## src/rtl/argmax_tree_pipe_pkg.sv

```systemverilog
// Shared constants for the arg-max/arg-min reduction tree.
//   DATA_LEN_DEFAULT : default signed lane width shared with the classifier datapath
//   MODE_MAX/MODE_MIN: encoding of the per-vector mode bit
//   clog2            : ceiling log2 for elaboration-time sizing
package argmax_tree_pipe_pkg;

  localparam int   DATA_LEN_DEFAULT = 18;
  localparam logic MODE_MAX         = 1'b0;
  localparam logic MODE_MIN         = 1'b1;

  function automatic int clog2(input int value);
    int r;
    r = 0;
    for (int i = 0; i < 31; i++) begin
      if ((1 << i) < value) r = i + 1;
    end
    return r;
  endfunction

endpackage

```

## src/rtl/argmax_tree_pipe_cmp_select_node.sv

```systemverilog
// Combinational compare-select of two tree candidates {present, idx, val}.
//   mode         : MODE_MAX picks the larger value, MODE_MIN the smaller
//   a_*          : candidate from the lower lane-index side
//   b_*          : candidate from the higher lane-index side
//   y_*          : surviving candidate
// b only displaces a on a strict win, so equal values keep the lower index.
// A missing candidate never beats a present one; two missing ones stay missing.
module cmp_select_node
  import argmax_tree_pipe_pkg::*;
#(
  parameter int IDX_W    = 4,
  parameter int DATA_LEN = DATA_LEN_DEFAULT
) (
  input  logic                       mode,
  input  logic                       a_present,
  input  logic [IDX_W-1:0]           a_idx,
  input  logic signed [DATA_LEN-1:0] a_val,
  input  logic                       b_present,
  input  logic [IDX_W-1:0]           b_idx,
  input  logic signed [DATA_LEN-1:0] b_val,
  output logic                       y_present,
  output logic [IDX_W-1:0]           y_idx,
  output logic signed [DATA_LEN-1:0] y_val
);

  logic b_better;
  logic b_wins;

  always_comb begin
    b_better  = (mode == MODE_MIN) ? (b_val < a_val) : (b_val > a_val);
    b_wins    = b_present && (!a_present || b_better);
    y_present = a_present | b_present;
    y_idx     = b_wins ? b_idx : a_idx;
    y_val     = b_wins ? b_val : a_val;
  end

endmodule

```

## src/rtl/argmax_tree_pipe.sv

```systemverilog
// Pipelined arg-max / arg-min reducer over N_IN signed lanes.
//   clk, rst            : clock, synchronous active-high reset
//   in_valid/in_ready   : input handshake; in_ready depends only on the output side
//   in_mode             : 0 = arg-max, 1 = arg-min, carried along with its vector
//   in_data             : packed lanes, lane i at [i*DATA_LEN +: DATA_LEN]
//   out_valid/out_ready : output handshake
//   out_idx, out_val    : winning lane index and its unmodified value
// The tree is stored heap-style: node 1 is the root, node n has children 2n
// (lower lanes) and 2n+1, and leaves NPAD..2*NPAD-1 are the unregistered lanes.
// Every internal node is a register, so a level-k node holds the vector that
// entered k cycles ago. One advance enable moves the whole pipe or freezes it.
module argmax_tree_pipe
  import argmax_tree_pipe_pkg::*;
#(
  parameter  int N_IN     = 12,
  parameter  int DATA_LEN = DATA_LEN_DEFAULT,
  localparam int IDX_W    = clog2(N_IN),
  localparam int LEVELS   = clog2(N_IN)
) (
  input  logic                     clk,
  input  logic                     rst,
  input  logic                     in_valid,
  output logic                     in_ready,
  input  logic                     in_mode,
  input  logic [N_IN*DATA_LEN-1:0] in_data,
  output logic                     out_valid,
  input  logic                     out_ready,
  output logic [IDX_W-1:0]         out_idx,
  output logic [DATA_LEN-1:0]      out_val
);

  localparam int NPAD = 1 << LEVELS;

  typedef struct packed {
    logic                       present;
    logic [IDX_W-1:0]           idx;
    logic signed [DATA_LEN-1:0] val;
  } cand_t;

  cand_t             leaf   [NPAD];
  cand_t             node_d [1:NPAD-1];
  cand_t             node_q [1:NPAD-1];
  logic [LEVELS-1:0] vld_q;     // bit k-1 : vector present at level k
  logic [LEVELS-1:0] mode_lvl;  // bit k   : mode of the vector at level k
  logic              adv;

  assign adv      = !out_valid || out_ready;
  assign in_ready = adv;

  // Lanes beyond N_IN become absent candidates so they can never win.
  for (genvar i = 0; i < NPAD; i++) begin : g_leaf
    if (i < N_IN) begin : g_lane
      assign leaf[i] = {1'b1, IDX_W'(i), in_data[i*DATA_LEN +: DATA_LEN]};
    end else begin : g_pad
      assign leaf[i] = '0;
    end
  end

  for (genvar k = 1; k <= LEVELS; k++) begin : g_level
    for (genvar j = 0; j < (NPAD >> k); j++) begin : g_node
      localparam int N = (NPAD >> k) + j;
      cand_t                      ca;
      cand_t                      cb;
      logic                       y_present;
      logic [IDX_W-1:0]           y_idx;
      logic signed [DATA_LEN-1:0] y_val;

      if (k == 1) begin : g_from_leaf
        assign ca = leaf[2*j];
        assign cb = leaf[2*j+1];
      end else begin : g_from_node
        assign ca = node_q[2*N];
        assign cb = node_q[2*N+1];
      end

      cmp_select_node #(
        .IDX_W    (IDX_W),
        .DATA_LEN (DATA_LEN)
      ) u_node (
        .mode      (mode_lvl[k-1]),
        .a_present (ca.present),
        .a_idx     (ca.idx),
        .a_val     (ca.val),
        .b_present (cb.present),
        .b_idx     (cb.idx),
        .b_val     (cb.val),
        .y_present (y_present),
        .y_idx     (y_idx),
        .y_val     (y_val)
      );

      assign node_d[N] = {y_present, y_idx, y_val};
    end
  end

  // The root level never needs its mode, so only LEVELS-1 mode bits are stored.
  if (LEVELS == 1) begin : g_mode_single
    assign mode_lvl = in_mode;
  end else begin : g_mode_pipe
    logic [LEVELS-2:0] mode_q;

    always_ff @(posedge clk) begin
      if (rst) begin
        mode_q <= '0;
      end else if (adv) begin
        mode_q[0] <= in_mode;
        for (int i = 1; i < LEVELS - 1; i++) mode_q[i] <= mode_q[i-1];
      end
    end

    assign mode_lvl = {mode_q, in_mode};
  end

  // Bubbles still shift their (don't-care) data; only vld_q qualifies it.
  always_ff @(posedge clk) begin
    if (rst) begin
      vld_q <= '0;
      for (int n = 1; n < NPAD; n++) node_q[n] <= '0;
    end else if (adv) begin
      vld_q[0] <= in_valid;
      for (int i = 1; i < LEVELS; i++) vld_q[i] <= vld_q[i-1];
      for (int n = 1; n < NPAD; n++) node_q[n] <= node_d[n];
    end
  end

  assign out_valid = vld_q[LEVELS-1] & node_q[1].present;
  assign out_idx   = node_q[1].idx;
  assign out_val   = node_q[1].val;

endmodule

```

## config.mk

```make
export PLATFORM = sky130hd
export DESIGN_NAME = argmax_tree_pipe
export DESIGN_NICKNAME = d
export VERILOG_FILES = /design/src/rtl/argmax_tree_pipe_pkg.sv /design/src/rtl/argmax_tree_pipe_cmp_select_node.sv /design/src/rtl/argmax_tree_pipe.sv
export SDC_FILE = /design/constraint.sdc
export NUM_CORES = 1
export LEC_CHECK = 0
export CAP_MARGIN = 20
export CORE_UTILIZATION = 30
export DETAILED_ROUTE_END_ITERATION = 8
export REMOVE_ABC_BUFFERS = 1
export SLEW_MARGIN = 10
export SYNTH_ARGS = -nofsm -noshare
export SYNTH_HDL_FRONTEND = slang
export SYNTH_HIERARCHICAL = 1
export SYNTH_SLANG_ARGS = --single-unit
```

## constraint.sdc

```tcl
create_clock -name clk -period 32.9 [get_ports clk]
set_input_delay 8.225 -clock clk [delete_from_list [all_inputs] [get_ports clk]]
set_output_delay 8.225 -clock clk [all_outputs]
set_load 0.01 [all_outputs]
```

==> results of run 1 <==
[registers in the layout, summed over array words and instances, names as in the netlist]
register / count
node_q: 345
vld_q: 4
g_mode_pipe.mode_q: 3
[cell usage after synthesis, types with 3 or more instances]
library cell,number
nand3_1,30
o21ai_2,15
nor2_1,30
nor3b_1,35
a31oi_1,15
or4_1,15
edfxtp_1,345
dfxtp_1,7
nand4_2,15
nand2b_1,9
buf_4,22
nor3b_2,310
o21a_1,15
mux2_2,30
nand4_1,30
or2_2,15
buf_2,39
mux2i_2,15
a21oi_1,61
nor3_1,15
clkbuf_1,3
o31a_1,30
o21bai_1,15
inv_1,316
nand2_1,75
nor2b_1,15
mux2i_1,6
or3_1,15
o211ai_1,15
a211oi_1,15
a21o_1,15
mux2_4,300
buf_6,66
o21ai_0,30
nand4b_1,15
ha_1,270
[kinds of logic after synthesis]
logic type | share of synthesized area
simple gates | 0.201
buf+inv | 0.0808
flops | 0.368
mux | 0.179
fa+ha+maj | 0.118
compound gates | 0.0528
other cells | 0.000263
[metrics by stage]
step | worst slack, ps | std cells | setup TNS [ps]
global placement | 14490 | 3909 | 0
global route | 14360 | 3993 | 0
finish | 14480 | 3993 | 0
floorplan | -9210 | 2390 | -3177680
detailed placement | 14470 | 3913 | 0
CTS | 14460 | 3990 | 0
[critical path: stages]
cell and delay, ps:
clkdlybuf4s50_1 390, and3b_4 670, clkinv_1 340, clkdlybuf4s50_1 560
[power groups by stage]
stage          logic, mW  registers (mW)  clock network, mW
4_1_cts            0.410           0.564              0.483
3_5_place_dp       0.407           0.573                  0
6_report           0.410           0.563              0.469
3_3_place_gp       0.399           0.572                  0
2_1_floorplan      0.292           0.561                  0
5_1_grt            0.451           0.568              0.498
[final timing paths]
path	startpoint	to	depth (start not counted)
hold reg to reg	vld_q[2]	vld_q[3]	2
setup reg to reg	node_q[0][155]	node_q[0][87]	10
hold / removal	vld_q[2]	vld_q[3]	2
setup / recovery	out_ready	in_ready	4
[area by class of cell]
| cell class | instances | area, um2 | area share |
|---|---|---|---|
| inverter | 317 | 1190 | 0.0348 |
| sequential | 352 | 10500 | 0.307 |
| antenna | 2 | 5.00 | 0.000146 |
| multi-input combinational | 1721 | 16800 | 0.491 |
| clock buffer | 48 | 1070 | 0.0314 |
| tap | 1254 | 1570 | 0.0459 |
| timing repair buffer | 270 | 2780 | 0.0813 |
| clock inverter | 29 | 310 | 0.00907 |
[layer usage]
| metal | share of wire | global-route usage | wire (um) |
|---|---|---|---|
| met2 | 0.47 | 0.216 | 29200 |
| met3 | 0.034 | 0.0149 | 2100 |
| met4 | 0.019 | 0.0335 | 1200 |
| met1 | 0.48 | 0.180 | 30100 |
| met5 | 0.00021 | 0 | 13 |
==> metrics.txt, run 1 <==
fmax=around 54 MHz; Clock power frac=0.325; layout filler cell count=just over 9000; DRT Wirelength=~63000 um; CTS max path bufs=3; fraction of layout cells with a size suffix above 1=0.288; Cells after Synth=approximately 2300; core area=roughly 94000 um2; Area growth syn-to-layout=19.9%; RSZ-0062 raised after global routing=false; CP arrival=10200 ps; dominant synthesized flop cell=edfxtp_1; hold slack=452 ps; Routed Antenna Nets=0; status=completed; Post-synth EDFFs=approximately 350; Reg power frac=0.390; ranking of synthesized cells by area=edfxtp_1, mux2_4, nor3b_2; worst-margin pin slew=about 1100 ps; Tcrit/Tclk final=0.560; sw frac=0.273; Worst EP required=about 25000 ps; largest net degree at the start of global routing=157; most frequent cells in the layout=edfxtp_1, inv_1, nor3b_2; Cell Area, Placed=roughly 33000 um2; die footprint=about 96000 um2; vias in the first global route=between 15000 and 20000; Pint=around 1.0 mW; Final Instance Area=roughly 34000 um2; TritonCTS Sinks=approximately 350; initial antenna violation count=6; final hold vios=0; root buf cell=clkbuf_16; Clock Skew=approximately 32 ps; hpwl dp=between 40000 and 50000 um; drt wl/cell=approximately 16 um; Residual DRC=0; CTS tree=yes; post-CTS sizing=0; slew margin rel.=0.246; gr ovfl total=0; Initial Util=0.304; First-pass DRT Iterations=6; row cnt=approximately 110; Tot Pwr=approximately 1.4 mW; CTS clk-pin slew, worst paths=roughly 60 ps; chip width=slightly above 300 um; Synth warnings=6; final core occ=0.365; H-tree depth=2; cell taking the most area after synthesis=edfxtp_1; worst min path class=register to register; GRT Total Usage=0.131; nature of the critical path endpoint=output port; top cell type's share of synthesized area=0.363; Iter 0 DRT Violations=between 1000 and 1500; # IOs=about 250; Die Ht=~310 um; first-pass GRT wire length=between 90000 and 100000 um; commonest non-fill, non-tap cell in the layout=edfxtp_1; sequential fraction of the synthesis area=0.368; flop-to-flop setup slack=around 29000 ps; Post-CTS Hold Buffers=0; min cycle time layout=approximately 18000 ps; Final Max Slew Viols=0; Syn Area/Cell=~13 um2; Clock Latency Late Sink=slightly below 600 ps; asr flop ratio synth=0; post-CTS setup buffer count=0; NetSw=a little under 0.4 mW; Logic pwr share=0.284; Cell variety after synth=40; crit path kind=input port to output port; PwrDens=~42 nW/um2; Max-cap violations=0; Mapped Area=28500 um2; PortBufs=~240; Worst VDD drop=approximately 0.034 mV; via density per instance=4.38; register bit total from synthesis=between 300 and 400; CP startpoint kind=input port; via count=around 17000; CP max FO=28; gp weighted congestion=between 0.7 and 0.8; Setup violations, final=0; nets=approximately 3200; number of buffers created by CTS=42; leakage=14.8 nW
No activity file was read; power rests on OpenSTA's default activity.
==> run 2: changes to the inputs <==
Clock period 32.9 ns to 17 ns, I/O delays scaled along.
==> run 2 against run 1 <==
Clock-buffer cell count rose by 1. Final area rose by 0.12%. Die area did not move. Total power rose by 94%. Combinational power rose by 94%. Core utilization barely moved. Sequential share of layout area barely moved. Wire length fell by 0.13%. First-iteration DRC count fell by 14%. Worst hold slack got worse by 1.1 ps. Final cell count barely moved. Sequential cell count did not move. Critical path type unchanged. Critical endpoint unchanged. Largest power group unchanged.
==> metrics.txt, run 2 (synthesized netlist as in run 1, its figures left out) <==
Top reg by flops=node_q; Layout Cells excl Fill=approximately 4000; Initial Util=0.304; worst hold stages=2; First-pass DRT Iterations=5; Worst Path Buf+Inv=3; crit path kind=input port to output port; GRT Total Usage=0.129; PwrDens=about 80 nW/um2; top flop regs=node_q (345), vld_q (4), g_mode_pipe.mode_q (3); Clock Latency Late Sink=just under 600 ps; Setup violations, final=0; Max-cap violations=0; drt wl/cell=15.7 um; root buf cell=clkbuf_16; chip width=approximately 310 um; via count=between 15000 and 20000; post-CTS setup buffer count=0; crit path max-delay cell type=and3b_4; PortBufs=roughly 240; CTS max path bufs=3; commonest non-fill, non-tap cell in the layout=edfxtp_1; status=completed; R2R cell count=6; Routed Antenna Nets=0; pre-CTS WS=approximately 6500 ps; Worst VDD drop=between 0.06 and 0.07 mV; gp weighted congestion=between 0.8 and 0.9; Residual DRC=0; max reg flops=around 350; leakage=between 10 and 15 nW; first-pass GRT wire length=about 97000 um; worst min path class=register to register; Clock Skew=between 20 and 25 ps; worst-path cell chain=clkdlybuf4s50_1 > and3b_4 > clkinv_1 > clkdlybuf4s50_1; CP arrival=a little over 6000 ps; gr ovfl total=0; Die Ht=approximately 310 um; DRT Wirelength=about 63000 um; RSZ-0062 raised after global routing=false; layout filler cell count=between 9000 and 10000; TritonCTS Sinks=about 350; Setup WS post-layout=~6500 ps; Most common cell on crit path=clkdlybuf4s50_1; initial antenna violation count=2; placed cells=slightly below 4000; CTS clk-pin slew, worst paths=~50 ps; fraction of layout cells with a size suffix above 1=0.291; row cnt=between 100 and 150; number of buffers created by CTS=42; Largest delay share family, worst path=buffers and inverters; fmax=approximately 95 MHz; hpwl dp=about 47000 um; vias in the first global route=~17000; Setup TNS=0 ps; worst-margin pin slew=1180 ps; nets=between 3000 and 4000; largest net degree at the start of global routing=roughly 190; final hold vios=0; Largest stage delay, worst path=between 600 and 700 ps; nature of the critical path endpoint=output port; post-CTS sizing=0; most frequent cells in the layout=edfxtp_1, inv_1, nor3b_2; Area growth syn-to-layout=20.0%; core area=roughly 94000 um2; Post-CTS Hold Buffers=0; Iter 0 DRT Violations=just under 900; CTS tree=yes; via density per instance=4.37; CP max FO=29; Tcrit/Tclk final=0.616; Worst path depth=4; die footprint=~96000 um2; Worst EP required=around 13000 ps; H-tree depth=2; slew margin rel.=0.216; min cycle time layout=~10000 ps; CP startpoint kind=input port; Final Max Slew Viols=0; # IOs=approximately 250
-- run 2: per-layer routing --
metal | vias to the layer above | track usage | wire length (um)
met5 | - | 0 | 0
met4 | 0 | 0.0333 | 1170
met3 | 67 | 0.0135 | 1770
met2 | 232 | 0.215 | 29200
met1 | 8231 | 0.178 | 30400
li1 | 8912 | - | -
-- run 2: layout make-up --
| type | count | area (um2) | share of cell area |
|---|---|---|---|
| tap | 1254 | 1570 | 0.0458 |
| clock buffer | 49 | 1110 | 0.0323 |
| inverter | 317 | 1190 | 0.0347 |
| multi-input combinational | 1721 | 16800 | 0.490 |
| timing repair buffer | 273 | 2800 | 0.0817 |
| sequential | 352 | 10500 | 0.307 |
| clock inverter | 26 | 297 | 0.00866 |
| antenna | 3 | 7.51 | 0.000219 |
-- run 2: path summary, 6_finish.rpt --
check / start / end / slack, ps
worst min register to register: vld_q[2] / vld_q[3] / 450
worst min-delay path: vld_q[2] / vld_q[3] / 450
worst max register to register: node_q[0][45] / node_q[1][126] / 12440
worst max-delay path: out_ready / in_ready / 6530
-- run 2: worst register-to-register path, cell delays in order, from the launching register on --
cell and delay [ps]:
edfxtp_1 340, and3b_4 570, buf_4 700, buf_4 760, buf_4 860, buf_4 920, nor3b_2 120
-- run 2: metrics by stage --
stage	power [mW]	hold WS, ps	instance area [um2]	utilization
finish	2.80	451	34300	0.365
global route	2.95	484	34200	0.365
CTS	2.84	454	34200	0.365
detailed placement	1.90	445	32800	0.350
global placement	1.88	441	32700	0.349
floorplan	1.65	420	28300	-
-- run 2: report_power, final --
group          switching, mW  total, mW  internal (mW)
Combinational          0.339      0.794          0.455
Clock                  0.376      0.922          0.546
Sequential            0.0490       1.09           1.04
